$ cat src/rtl/dot_channel_seq_pkg.sv
// Shared widths, data length and FSM state encoding for the dot channel sequencer.
package dot_channel_seq_pkg;
    localparam int DATA_LEN = 16;
    localparam int CS_W     = 4;
    localparam int PH_W     = 3;

    typedef enum logic [2:0] {
        ST_IDLE    = 3'd0,
        ST_WAIT_IN = 3'd1,
        ST_LOAD    = 3'd2,
        ST_OUT     = 3'd3,
        ST_GAP     = 3'd4,
        ST_DONE    = 3'd5,
        ST_ERR     = 3'd6
    } state_e;
endpackage

$ cat src/rtl/dot_channel_seq_index_counter.sv
// Nested (cs, phase) slice index, phase innermost; saturates on the last slice.
// Single-cycle update on clear/advance; no backpressure of its own.
module dot_channel_seq_index_counter
    import dot_channel_seq_pkg::*;
#(
    parameter int CS_NUM    = 9,
    parameter int PHASE_NUM = 8
) (
    input  logic            clk,
    input  logic            rst,
    input  logic            clear_i,
    input  logic            advance_i,
    output logic [CS_W-1:0] cs_o,
    output logic [PH_W-1:0] phase_o,
    output logic            last_o
);
    localparam logic [CS_W-1:0] CS_LAST = CS_W'(CS_NUM - 1);
    localparam logic [PH_W-1:0] PH_LAST = PH_W'(PHASE_NUM - 1);

    logic [CS_W-1:0] cs_q, cs_d;
    logic [PH_W-1:0] ph_q, ph_d;
    logic            ph_wrap;

    assign ph_wrap = (ph_q == PH_LAST);
    assign last_o  = ph_wrap && (cs_q == CS_LAST);
    assign cs_o    = cs_q;
    assign phase_o = ph_q;

    always_comb begin
        cs_d = cs_q;
        ph_d = ph_q;
        if (clear_i) begin
            cs_d = '0;
            ph_d = '0;
        end else if (advance_i && !last_o) begin
            if (ph_wrap) begin
                ph_d = '0;
                cs_d = cs_q + 1'b1;
            end else begin
                ph_d = ph_q + 1'b1;
            end
        end
    end

    always_ff @(posedge clk or posedge rst) begin
        if (rst) begin
            cs_q <= '0;
            ph_q <= '0;
        end else begin
            cs_q <= cs_d;
            ph_q <= ph_d;
        end
    end
endmodule

$ cat src/rtl/dot_channel_seq.sv
// Walks every (cs, phase) slice through one dot channel and hands each result downstream.
// Per slice: 1 WAIT_IN + LOAD until dc_valid + OUT until out_ready + 1 GAP; out_valid holds under backpressure.
module dot_channel_seq
    import dot_channel_seq_pkg::*;
#(
    parameter int CS_NUM    = 9,
    parameter int PHASE_NUM = 8,
    parameter int TIMEOUT   = 31
) (
    input  logic                clk,
    input  logic                rst,
    input  logic                start,
    input  logic                in_avail,
    output logic                in_ack,
    input  logic                dc_valid,
    input  logic [DATA_LEN-1:0] dc_q,
    output logic                dc_load,
    output logic                ws_load,
    output logic [CS_W-1:0]     cs,
    output logic [PH_W-1:0]     phase,
    output logic                out_valid,
    input  logic                out_ready,
    output logic [DATA_LEN-1:0] out_data,
    output logic [CS_W-1:0]     out_cs,
    output logic [PH_W-1:0]     out_phase,
    output logic                busy,
    output logic                done,
    output logic                err
);
    localparam int              CNT_W    = $clog2(TIMEOUT + 1);
    localparam logic [CNT_W-1:0] CNT_LAST = CNT_W'(TIMEOUT - 1);

    state_e              state_q, state_d;
    logic [CNT_W-1:0]    cnt_q, cnt_d;
    logic                out_valid_q, out_valid_d;
    logic                in_ack_q, in_ack_d;
    logic                done_q, done_d;
    logic                err_q, err_d;
    logic [DATA_LEN-1:0] data_q, data_d;
    logic [CS_W-1:0]     tag_cs_q, tag_cs_d;
    logic [PH_W-1:0]     tag_ph_q, tag_ph_d;
    logic                idx_clear, idx_advance, idx_last;

    dot_channel_seq_index_counter #(
        .CS_NUM    (CS_NUM),
        .PHASE_NUM (PHASE_NUM)
    ) u_index (
        .clk       (clk),
        .rst       (rst),
        .clear_i   (idx_clear),
        .advance_i (idx_advance),
        .cs_o      (cs),
        .phase_o   (phase),
        .last_o    (idx_last)
    );

    always_comb begin
        state_d     = state_q;
        cnt_d       = cnt_q;
        out_valid_d = out_valid_q;
        in_ack_d    = 1'b0;
        done_d      = done_q;
        err_d       = err_q;
        data_d      = data_q;
        tag_cs_d    = tag_cs_q;
        tag_ph_d    = tag_ph_q;
        idx_clear   = 1'b0;
        idx_advance = 1'b0;
        case (state_q)
            ST_IDLE, ST_DONE, ST_ERR: begin
                if (start) begin
                    idx_clear = 1'b1;
                    done_d    = 1'b0;
                    err_d     = 1'b0;
                    state_d   = ST_WAIT_IN;
                end
            end
            ST_WAIT_IN: begin
                if (in_avail) begin
                    cnt_d   = '0;
                    state_d = ST_LOAD;
                end
            end
            ST_LOAD: begin
                // cnt_q counts LOAD cycles already spent without a result.
                if (dc_valid) begin
                    data_d      = dc_q;
                    tag_cs_d    = cs;
                    tag_ph_d    = phase;
                    out_valid_d = 1'b1;
                    in_ack_d    = 1'b1;
                    state_d     = ST_OUT;
                end else if (cnt_q == CNT_LAST) begin
                    err_d   = 1'b1;
                    state_d = ST_ERR;
                end else begin
                    cnt_d = cnt_q + 1'b1;
                end
            end
            ST_OUT: begin
                if (out_ready) begin
                    out_valid_d = 1'b0;
                    state_d     = ST_GAP;
                end
            end
            ST_GAP: begin
                if (idx_last) begin
                    done_d  = 1'b1;
                    state_d = ST_DONE;
                end else begin
                    idx_advance = 1'b1;
                    state_d     = ST_WAIT_IN;
                end
            end
            default: state_d = ST_IDLE;
        endcase
    end

    always_ff @(posedge clk or posedge rst) begin
        if (rst) begin
            state_q     <= ST_IDLE;
            cnt_q       <= '0;
            out_valid_q <= 1'b0;
            in_ack_q    <= 1'b0;
            done_q      <= 1'b0;
            err_q       <= 1'b0;
            data_q      <= '0;
            tag_cs_q    <= '0;
            tag_ph_q    <= '0;
        end else begin
            state_q     <= state_d;
            cnt_q       <= cnt_d;
            out_valid_q <= out_valid_d;
            in_ack_q    <= in_ack_d;
            done_q      <= done_d;
            err_q       <= err_d;
            data_q      <= data_d;
            tag_cs_q    <= tag_cs_d;
            tag_ph_q    <= tag_ph_d;
        end
    end

    assign dc_load   = (state_q == ST_LOAD);
    assign ws_load   = (state_q == ST_LOAD);
    assign busy      = !((state_q == ST_IDLE) || (state_q == ST_DONE) || (state_q == ST_ERR));
    assign out_valid = out_valid_q;
    assign in_ack    = in_ack_q;
    assign done      = done_q;
    assign err       = err_q;
    assign out_data  = data_q;
    assign out_cs    = tag_cs_q;
    assign out_phase = tag_ph_q;
endmodule

$ cat config.mk
export PLATFORM = sky130hd
export DESIGN_NAME = dot_channel_seq
export DESIGN_NICKNAME = d
export VERILOG_FILES = /design/src/rtl/dot_channel_seq_pkg.sv /design/src/rtl/dot_channel_seq_index_counter.sv /design/src/rtl/dot_channel_seq.sv
export SDC_FILE = /design/constraint.sdc
export NUM_CORES = 1
export LEC_CHECK = 0
export ABC_AREA = 1
export BUFFER_PORTS_ARGS = -buffer_cell sky130_fd_sc_hd__buf_2
export CAP_MARGIN = 20
export CORE_UTILIZATION = 25
export CTS_CLUSTER_DIAMETER = 150
export DETAILED_ROUTE_END_ITERATION = 16
export PLACE_DENSITY_LB_ADDON = 0.1
export SYNTH_ARGS = -nofsm -noshare
export SYNTH_HDL_FRONTEND = slang
export SYNTH_SLANG_ARGS = --single-unit
$ cat constraint.sdc
create_clock -name clk -period 1.83 [get_ports clk]
set_clock_uncertainty 0.05 [all_clocks]
set_input_delay 0.2745 -clock clk [delete_from_list [all_inputs] [get_ports clk]]
set_output_delay 0.2745 -clock clk [all_outputs]
set_load 0.005 [all_outputs]
# After elaboration in Yosys (flattened, before gate mapping)
# Index checks and enable logic that the tools add are counted.
totals:
  n_memories: 0
  output_inout_bits: 37
  register_bits: 42
  ram_bits: 0
  rom_bits: 0
  latch_bits: 0
  inputBits: 22
op_classes:
  addsub: 3
  mux: 32
  n_div: 0
  magnitude_cmp: 0
  bitwise: 0
  n_eq_ne: 18
  n_mul: 0
  n_reduce_logical: 21
  shift: 0
op_table:
  columns: ["operator", "n"]
  rows:
  - ["$mux 3", 9]
  - ["$mux 5", 3]
  - ["$pmux 3 s5", 1]
  - ["$eq 3x3->1 const B", 4]
  - ["$mux 1", 12]
  - ["$mux 4", 3]
  - ["$ne 2x2->1 const B", 6]
  - ["$reduce_and 4->1", 3]
  - ["$reduce_bool 2->1", 6]
  - ["$pmux 5 s2", 1]
  - ["$eq 3x2->1 const B", 2]
  - ["$pmux 1 s2", 3]
  - ["$reduce_and 3->1", 2]
  - ["$add 5x1->5 const B", 1]
  - ["$eq 5x5->1 const B", 1]
  - ["$add 4x1->4 const B", 1]
  - ["$eq 4x4->1 const B", 1]
  - ["$ne 2x1->1 const B", 2]
  - ["$reduce_and 2->1", 2]
  - ["$add 3x1->3 const B", 1]
  - ["$eq 3x1->1 const B", 1]
  - ["$logic_not 3->1", 1]
  - ["$ne 3x2->1 const B", 1]
  - ["$reduce_or 3->1", 1]
  - ["3 further kinds", 6]

# Logic depth before layout (Yosys ltp)
# Gate-level depths: netlist of the first run.
logic_depth:
  ltp_word: 7
  ltp_mapped: 9
  ltp_nobuf: 9

# Modules after synthesis
# Synthesis of the first run repeated with hierarchy kept, for this count alone.
hier_totals:
  cells_unflattened: 257
  hier_area_um2: 2090.8
by_module_without_submodules:
  columns: ["module", "cells_per_inst", "area_each_um2", "instances"]
  rows:
  - ["dot_channel_seq", 200, 1650.3, 1]
  - ["dot_channel_seq_index_counter", 57, 440.4, 1]

# Least setup slack after synthesis of the first run
# No wires, ideal clock.
synth_timing:
  path_kind: "reg-to-reg"
  from: "register u_index.ph_q[0] (netlist: u_index.phase_o[0])"
  to: "register done_q (netlist: done)"
  stages_incl_launch_ff: 10
  arrival_ps: 1360
  path_buffers: 0
  path_slack_ps: 303
  setup_ps: 117
  required_time_ps: 1663
  path_cell_list: "dfrtp_1 ha_1 ha_1 nand2_1 nor2_1 nor2_4 a21oi_1 nand2_1 nand2_1 nand2_1"
synth_between:
  elab_chain_len: 4
synth_rtl:
  columns: ["item", "line_no", "text"]
  rows:
  - ["start: declaration", "dot_channel_seq_index_counter.sv:21", "logic [PH_W-1:0] ph_q, ph_d;"]
  - ["start signal: assignment", "dot_channel_seq_index_counter.sv:51", "ph_q <= ph_d;"]
  - ["$eq 3x3->1", "dot_channel_seq_index_counter.sv:24", "assign ph_wrap = (ph_q == PH_LAST);"]
  - ["$logic_and 1x1->1", "dot_channel_seq_index_counter.sv:25", "assign last_o = ph_wrap && (cs_q == CS_LAST);"]
  - ["$ne 2x1->1 (no line)", null, null]
  - ["$reduce_and 3->1 (no line)", null, null]
  - ["end signal: assignment", "dot_channel_seq.sv:135", "done_q <= done_d;"]
  - ["end: declaration", "dot_channel_seq.sv:37", "logic done_q, done_d;"]
# No other way between the ends.
# A chain may end at the register's enable or synchronous reset.

# Worst setup path after layout of the first run
layout_timing:
  from: "register state_q[0]"
  to: "output port busy"
layout_between:
  elab_chain_len: 4
  word_cells_on_any_way: 6
layout_rtl:
  columns: ["item", "line_no", "text"]
  rows:
  - ["start: declaration", "dot_channel_seq.sv:33", "state_e state_q, state_d;"]
  - ["start signal: assignment", "dot_channel_seq.sv:131", "state_q <= state_d;"]
  - ["$eq 3x3->1 / $logic_not 3->1 (equally long branches)", "dot_channel_seq.sv:145", "assign busy = !((state_q == ST_IDLE) || (state_q == ST_DONE) || (state_q == ST_ERR));"]
  - ["$logic_or 1x1->1", "dot_channel_seq.sv:145", null]
  - ["$logic_or 1x1->1 *", "dot_channel_seq.sv:145", null]
  - ["$logic_not 1->1 *", "dot_channel_seq.sv:145", null]
  - ["end: declaration", "dot_channel_seq.sv:26", "output logic busy,"]
# Every way passes the cells marked *; elsewhere a longest branch is shown, timed or not.

==> results of run 1 <==
==> worst max-delay path by stage <==
stage / endpoint / slack, ns / startpoint / depth (start not counted)
after floorplan: done / 0.30 / u_index.phase_o[0] / 9
after global placement: done / 0.22 / u_index.phase_o[0] / 9
after detailed placement: done / 0.15 / u_index.phase_o[0] / 9
after CTS: done / 0.1 / u_index.phase_o[0] / 9
after global routing: done / 0.06 / u_index.phase_o[0] / 9
final: busy / 0.17 / state_q[0] / 7
==> final cells by class <==
type / instances / share of cell area, %
inverter: 26 / 3.85
clock buffer: 6 / 3.22
timing repair buffer: 61 / 12.8
tap: 102 / 4.97
sequential: 42 / 40.9
multi-input combinational: 177 / 33.8
clock inverter: 2 / 0.487
==> kinds of logic (layout without fill, tap and decap cells) <==
kind of cell | after synthesis | count (layout) | share of synthesized area, %
compound gates | 20 | 20 | 5.66
flops | 42 | 42 | 51.1
xor+xnor | 2 | 2 | 0.852
simple gates | 149 | 149 | 31.8
fa+ha+maj | 6 | 6 | 3.65
buf+inv | 32 | 95 | 6.99
==> cell usage after synthesis <==
cell type	instances	share of area (%)
a21o_1	1	0.37
buf_4	1	0.37
buf_6	2	1.1
nor2_2	2	0.61
a31oi_1	1	0.30
nand2_2	3	0.91
o21ai_0	2	0.49
inv_1	23	4.2
nor2_1	8	1.5
ha_1	6	3.6
nand3_2	2	0.97
a21oi_1	2	0.49
nor3_1	1	0.24
nand2_4	3	1.6
clkinv_2	1	0.24
xor2_1	2	0.85
nand2_1	112	20
inv_2	2	0.37
nand4_1	8	2.4
o211ai_1	5	1.8
nor2_4	2	1.1
o21ai_1	9	2.2
dfrtp_1	42	51
nand3_1	8	1.9
buf_2	3	0.73
==> critical path: stages (launching register included) <==
cell,delay (ns)
dfrtp_1,0.44
inv_2,0.11
nand2_2,0.08
nand2_1,0.09
nand2_2,0.08
nand2_4,0.10
inv_1,0.04
buf_2,0.11
==> routing by layer <==
metal	up-vias	global-route usage, %
met4	0	4.23
met1	803	16.7
li1	908	-
met3	4	3.28
met5	-	0
met2	58	18.3
==> state kept, by name, summed over array words and instances, names as in the netlist <==
| register | count |
|---|---|
| cnt_q | 5 |
| out_data | 16 |
| u_index.cs_o | 4 |
| state_q | 3 |
| in_ack | 1 |
| out_phase | 3 |
| err | 1 |
| done | 1 |
| out_valid | 1 |
| u_index.phase_o | 3 |
| out_cs | 4 |
==> cell usage in the layout, fill, tap and decap left out <==
| master | n |
|---|---|
| dfrtp_1 | 42 |
| nand4_1 | 8 |
| a31oi_1 | 1 |
| nand2_4 | 3 |
| nor2_4 | 2 |
| nor3_1 | 1 |
| buf_12 | 1 |
| nand3_2 | 2 |
| clkbuf_8 | 6 |
| buf_4 | 1 |
| o21ai_1 | 9 |
| ha_2 | 1 |
| a21oi_1 | 2 |
| nand3_1 | 8 |
| nand2_2 | 3 |
| ha_1 | 5 |
| buf_2 | 58 |
| o21ai_0 | 2 |
| nor2_1 | 7 |
| clkinv_2 | 2 |
| nor2_2 | 3 |
| clkinv_1 | 1 |
| o211ai_1 | 5 |
| dlygate4sd3_1 | 1 |
| xor2_1 | 2 |
| a21o_1 | 1 |
| inv_2 | 2 |
| clkinvlp_4 | 1 |
| nand2_1 | 112 |
| inv_1 | 22 |
==> per-stage QoR <==
step,cell area [um^2],setup slack [ns],hold WS (ns)
after floorplan,2060,0.303,0.328
after global placement,2460,0.219,0.275
after detailed placement,2460,0.146,0.280
after CTS,2560,0.0958,0.110
after global routing,2570,0.0647,0.109
final,2570,0.175,0.123
==> power groups by stage <==
stage                     clock network, uW  registers [uW]  logic, uW
after floorplan                           0            1400        838
after detailed placement                  0            1390       1290
after global routing                    728            1420       1480
after global placement                    0            1390       1300
after CTS                               688            1370       1300
final                                   651            1370       1270
==> timing repair <==
action                                 4_1_cts  5_1_grt
endpoints found under the hold margin       17        0
hold buffers                                 1        0
gates resized for setup                      0        2
setup endpoints to repair                    0        4
==> results.md, run 1 <==
- Logic gate share of total power: 38.6%
- Status: completed
- Starting DRT DRC Count: 67
- Min-Delay Endpoint: out_data[4]
- Setup bufs post-CTS: 0
- Required @ worst endpoint: 1.51 ns
- Worst IR drop on VDD: 0.510 mV
- Final #Nets: 341
- Max Used Layer: met4
- Post-synth cell types: 25
- DP HPWL: 3.52 mm
- Flop and latch count out of synthesis: 42
- Clk pin slew, worst setup/hold paths: 0.09 ns
- HP Start: dc_q[4]
- WP data arrival: ~1.3 ns
- DRC: 0
- Worst-Skew Late Latency: around 0.29 ns
- Vias post-DR: 1773
- TritonCTS sink count: between 40 and 50
- RSZ-0062 raised after global routing: false
- Syn Inst Count: between 200 and 300
- Sw frac: 39.4%
- Final Max Slew Viols: 0
- Final Hold Fails: 0
- Die area: roughly 8600 um^2
- Max frequency: ~0.60 GHz
- Ports: slightly below 60
- Reg-to-Reg End: done
- Yosys warnings: 0
- Clk pwr share: 19.8%
- Port-buffer cells: 58
- Sequential area share after synthesis: 51.1%
- Min Tclk post-route: 1.66 ns
- N_diodes: 0
- Worst Setup Start Kind: flip-flop
- Pin count of the biggest net entering global routing: 31
- WL final: 5.00 mm
- Mean post-synth cell area: 8.20 um^2
- DRT Pass-1 Iters: 4
- Clock Tree Buf Depth: 2
- GRT Total Usage: between 10% and 20%
- WL met3: 316 um
- Slew HR: a little over half
- Cell Rows: 32
- Layout cells sized above 1: 27.1%
- Synth Cell Area: between 2000 and 2500 um^2
- WHS Path Cells: 3
- Util after Layout: around a third
- Sequential fraction of design power: 41.7%
- Cell Count Post-Placement: around 410
- Vias in the first global route: 1671
- Area of the multi-input gates: 867 um^2
- WL/cell: approximately 12 um
- R2R depth: 9
- Period utilization: 90.4%
- First-pass GRT wire length: 8.12 mm
- Crit-path max FO: 5
- Non-Filler Instances: roughly 420
- CTS Buf Count: 5
- Routed wl met2: 2.18 mm
- Antenna violations before repair: 0
- M1 WL: roughly 2.5 mm
- CTS root buf: clkbuf_8
- Overall power: 3300 uW
- Pleak: 0.00149 uW
- Post-Syn Nets: 279
- Via density: around 4.3
- R2R setup slack: 0.23 ns
- Initial Utilization: 26.2%
- CTS tree: yes
- Max-cap violations: 0
- Pwr/cell area: 1280 nW/um^2
- Die Wd: 92.7 um
- Crit. End Element: primary output
- Antenna Violating Nets Remaining: 0
- Overflow after GRT: 0
- Setup-failing EPs final: 0
- CTS HTree Levels: 2
- Hold Path Class: in2reg
- Internal power: 2000 uW
- Core Area: 7850 um^2
- Worst reg2reg startpoint: u_index.phase_o[0]
- GPL Wtd Cong: 0.734
- Layout area overhead: 24.8%
- Crit Path Class: reg2out
- Fillers: ~870
- Fin Setup TNS: 0 ns
- Register area: 1050 um^2
- P_sw: 1300 uW
- Die Ht: 92.7 um
- Worst-margin pin slew: 0.679 ns
Note: power is estimated with default switching activity, not from simulation.
==> inputs of run 2 (changes only) <==
--- a/config.mk
+++ b/config.mk
@@ -8,6 +8,7 @@
 export ABC_AREA = 1
 export BUFFER_PORTS_ARGS = -buffer_cell sky130_fd_sc_hd__buf_2
 export CAP_MARGIN = 20
+export CORE_ASPECT_RATIO = 2
 export CORE_UTILIZATION = 25
 export CTS_CLUSTER_DIAMETER = 150
 export DETAILED_ROUTE_END_ITERATION = 16
==> results.md, run 2 (synthesized netlist as in run 1, its figures left out) <==
- N_diodes: 0 (unchanged)
- Crit-path max FO: 5 (unchanged)
- CTS HTree Levels: 2 (unchanged)
- Die Ht: 130 um (+41%)
- Antenna Violating Nets Remaining: 0 (unchanged)
- Die area: 8620 um^2 (+0.26%)
- CTS Buf Count: 5 (unchanged)
- WL/cell: 13.4 um (+12%)
- GRT Total Usage: 14.1% (+2.0 points)
- Layout area overhead: 29.0%
- Commonest non-fill, non-tap cell in the layout: nand2_1
- Non-Filler Instances: 414 (-0.48%)
- Pin count of the biggest net entering global routing: 43 (+39%)
- Crit Path Class: reg2out
- Required @ worst endpoint: 1.51 ns (about the same)
- Crit. End Element: primary output
- Via density: 4.37 (+2.6%)
- Most frequent cells in the layout: 112 x nand2_1, 58 x buf_2, 42 x dfrtp_1, 22 x inv_1, 9 x o21ai_1
- Vias post-DR: 1810 (+2.1%)
- Min Tclk post-route: 1.66 ns (+0.00896 ns)
- Cell Count Post-Placement: 405 (-0.49%)
- Final #Nets: 345 (+1.2%)
- Port-buffer cells: 58 (unchanged)
- Antenna violations before repair: 0 (unchanged)
- DP HPWL: 4.19 mm (+19%)
- DRT Pass-1 Iters: 4 (unchanged)
- Period utilization: 90.9% (+0.49 points)
- Layout cells sized above 1: 27.4% (+0.29 points)
- Hold Slack: 0.131 ns (+0.00841 ns)
- Cell Rows: 46 (+44%)
- Pwr/cell area: 1360 nW/um^2 (+5.7%)
- Max-cap violations: 0 (unchanged)
- Max frequency: 0.601 GHz (-0.54%)
- Overflow after GRT: 0 (unchanged)
- Final Max Slew Viols: 0 (unchanged)
- Status: completed
- Slew HR: 82.6% (+28 points)
- Worst IR drop on VDD: 0.390 mV (-23%)
- First-pass GRT wire length: 8.81 mm (+8.5%)
- Setup-failing EPs final: 0 (unchanged)
- Initial Utilization: 25.9% (-0.31 points)
- RSZ-0062 raised after global routing: false
- Overall power: 3600 uW (+9.2%)
- GPL Wtd Cong: 0.784 (+6.8%)
- Hold Path Class: in2reg
- WP data arrival: 1.34 ns (about the same)
- Dpl cell area: 2490 um^2 (+1.4%)
- Starting DRT DRC Count: 81 (+21%)
- Fin Setup TNS: 0 ns (unchanged)
- Pleak: 0.00154 uW (+3.8%)
- Core Area: 7940 um^2 (+1.2%)
- Ports: 59 (unchanged)
- Worst-Skew Late Latency: 0.28 ns (about the same)
- Worst-margin pin slew: 0.260 ns (-0.419 ns)
- CTS root buf: clkbuf_16
- WL final: 5.56 mm (+11%)
- Setup bufs post-CTS: 0 (unchanged)
- CTS tree: yes
- Final Hold Fails: 0 (unchanged)
- Final instance area: 2650 um^2 (+3.4%)
- Worst Setup Start Kind: flip-flop
- TritonCTS sink count: 42 (unchanged)
- Largest register FFs: 16 (unchanged)
- Clk pin slew, worst setup/hold paths: 0.06 ns (-0.03 ns)
- Vias in the first global route: 1762 (+5.4%)
- DRC: 0 (unchanged)
- Die Wd: 66.1 um (-29%)
- Clock Tree Buf Depth: 2 (unchanged)
-- run 2: worst max-delay path: stages, from the launching register on --
cell,delay [ns]
dfrtp_1,0.44
inv_2,0.11
nand2_2,0.07
nand2_1,0.09
nand2_2,0.08
nand2_4,0.10
inv_1,0.04
buf_2,0.11
-- run 2: path summary, 6_finish.rpt --
check	endpoint	slack, ns	cells past startpoint	startpoint
worst max-delay path	busy	0.17	7	state_q[0]
worst min-delay path	out_data[11]	0.13	3	dc_q[11]
worst max register to register	done	0.27	9	u_index.phase_o[0]
worst min register to register	done	0.42	2	done
max in group asynchronous	u_index.cs_o[1]	1.00	4	rst
min in group asynchronous	out_data[7]	0.52	4	rst
-- run 2: layer usage --
metal / track usage, % / up-vias / wire [um]
met5: 0 / - / 0
li1: - / 926 / -
met4: 8.39 / 0 / 190
met2: 26.2 / 48 / 3120
met3: 2.45 / 11 / 176
met1: 14.1 / 825 / 2070
-- run 2: per-stage QoR --
| stage | util (%) | worst slack, ns |
|---|---|---|
| floorplan | - | 0.303 |
| global placement | 31.4 | 0.281 |
| detailed placement | 31.4 | 0.272 |
| CTS | 33.4 | 0.144 |
| global route | 33.4 | 0.0631 |
| finish | 33.4 | 0.166 |
-- run 2: area by class of cell --
cell class	count	area, um^2
clock buffers	6	139
clock inverters	2	12.5
fillers	879	5290
inverters	26	98.8
multi-input cells	177	862
flip-flops and latches	42	1050
well taps	96	120
repair buffers	65	370
-- run 2: power breakdown --
group          internal [uW]  switching (uW)  total, uW
logic                    511             792       1300
registers               1200             185       1380
clock network            540             374        914
-- run 2: repair_timing --
item,in CTS,in global routing
hold buffers,1,0
gates resized for setup,0,0
hold endpoints to repair,42,0
setup endpoints to repair,0,0
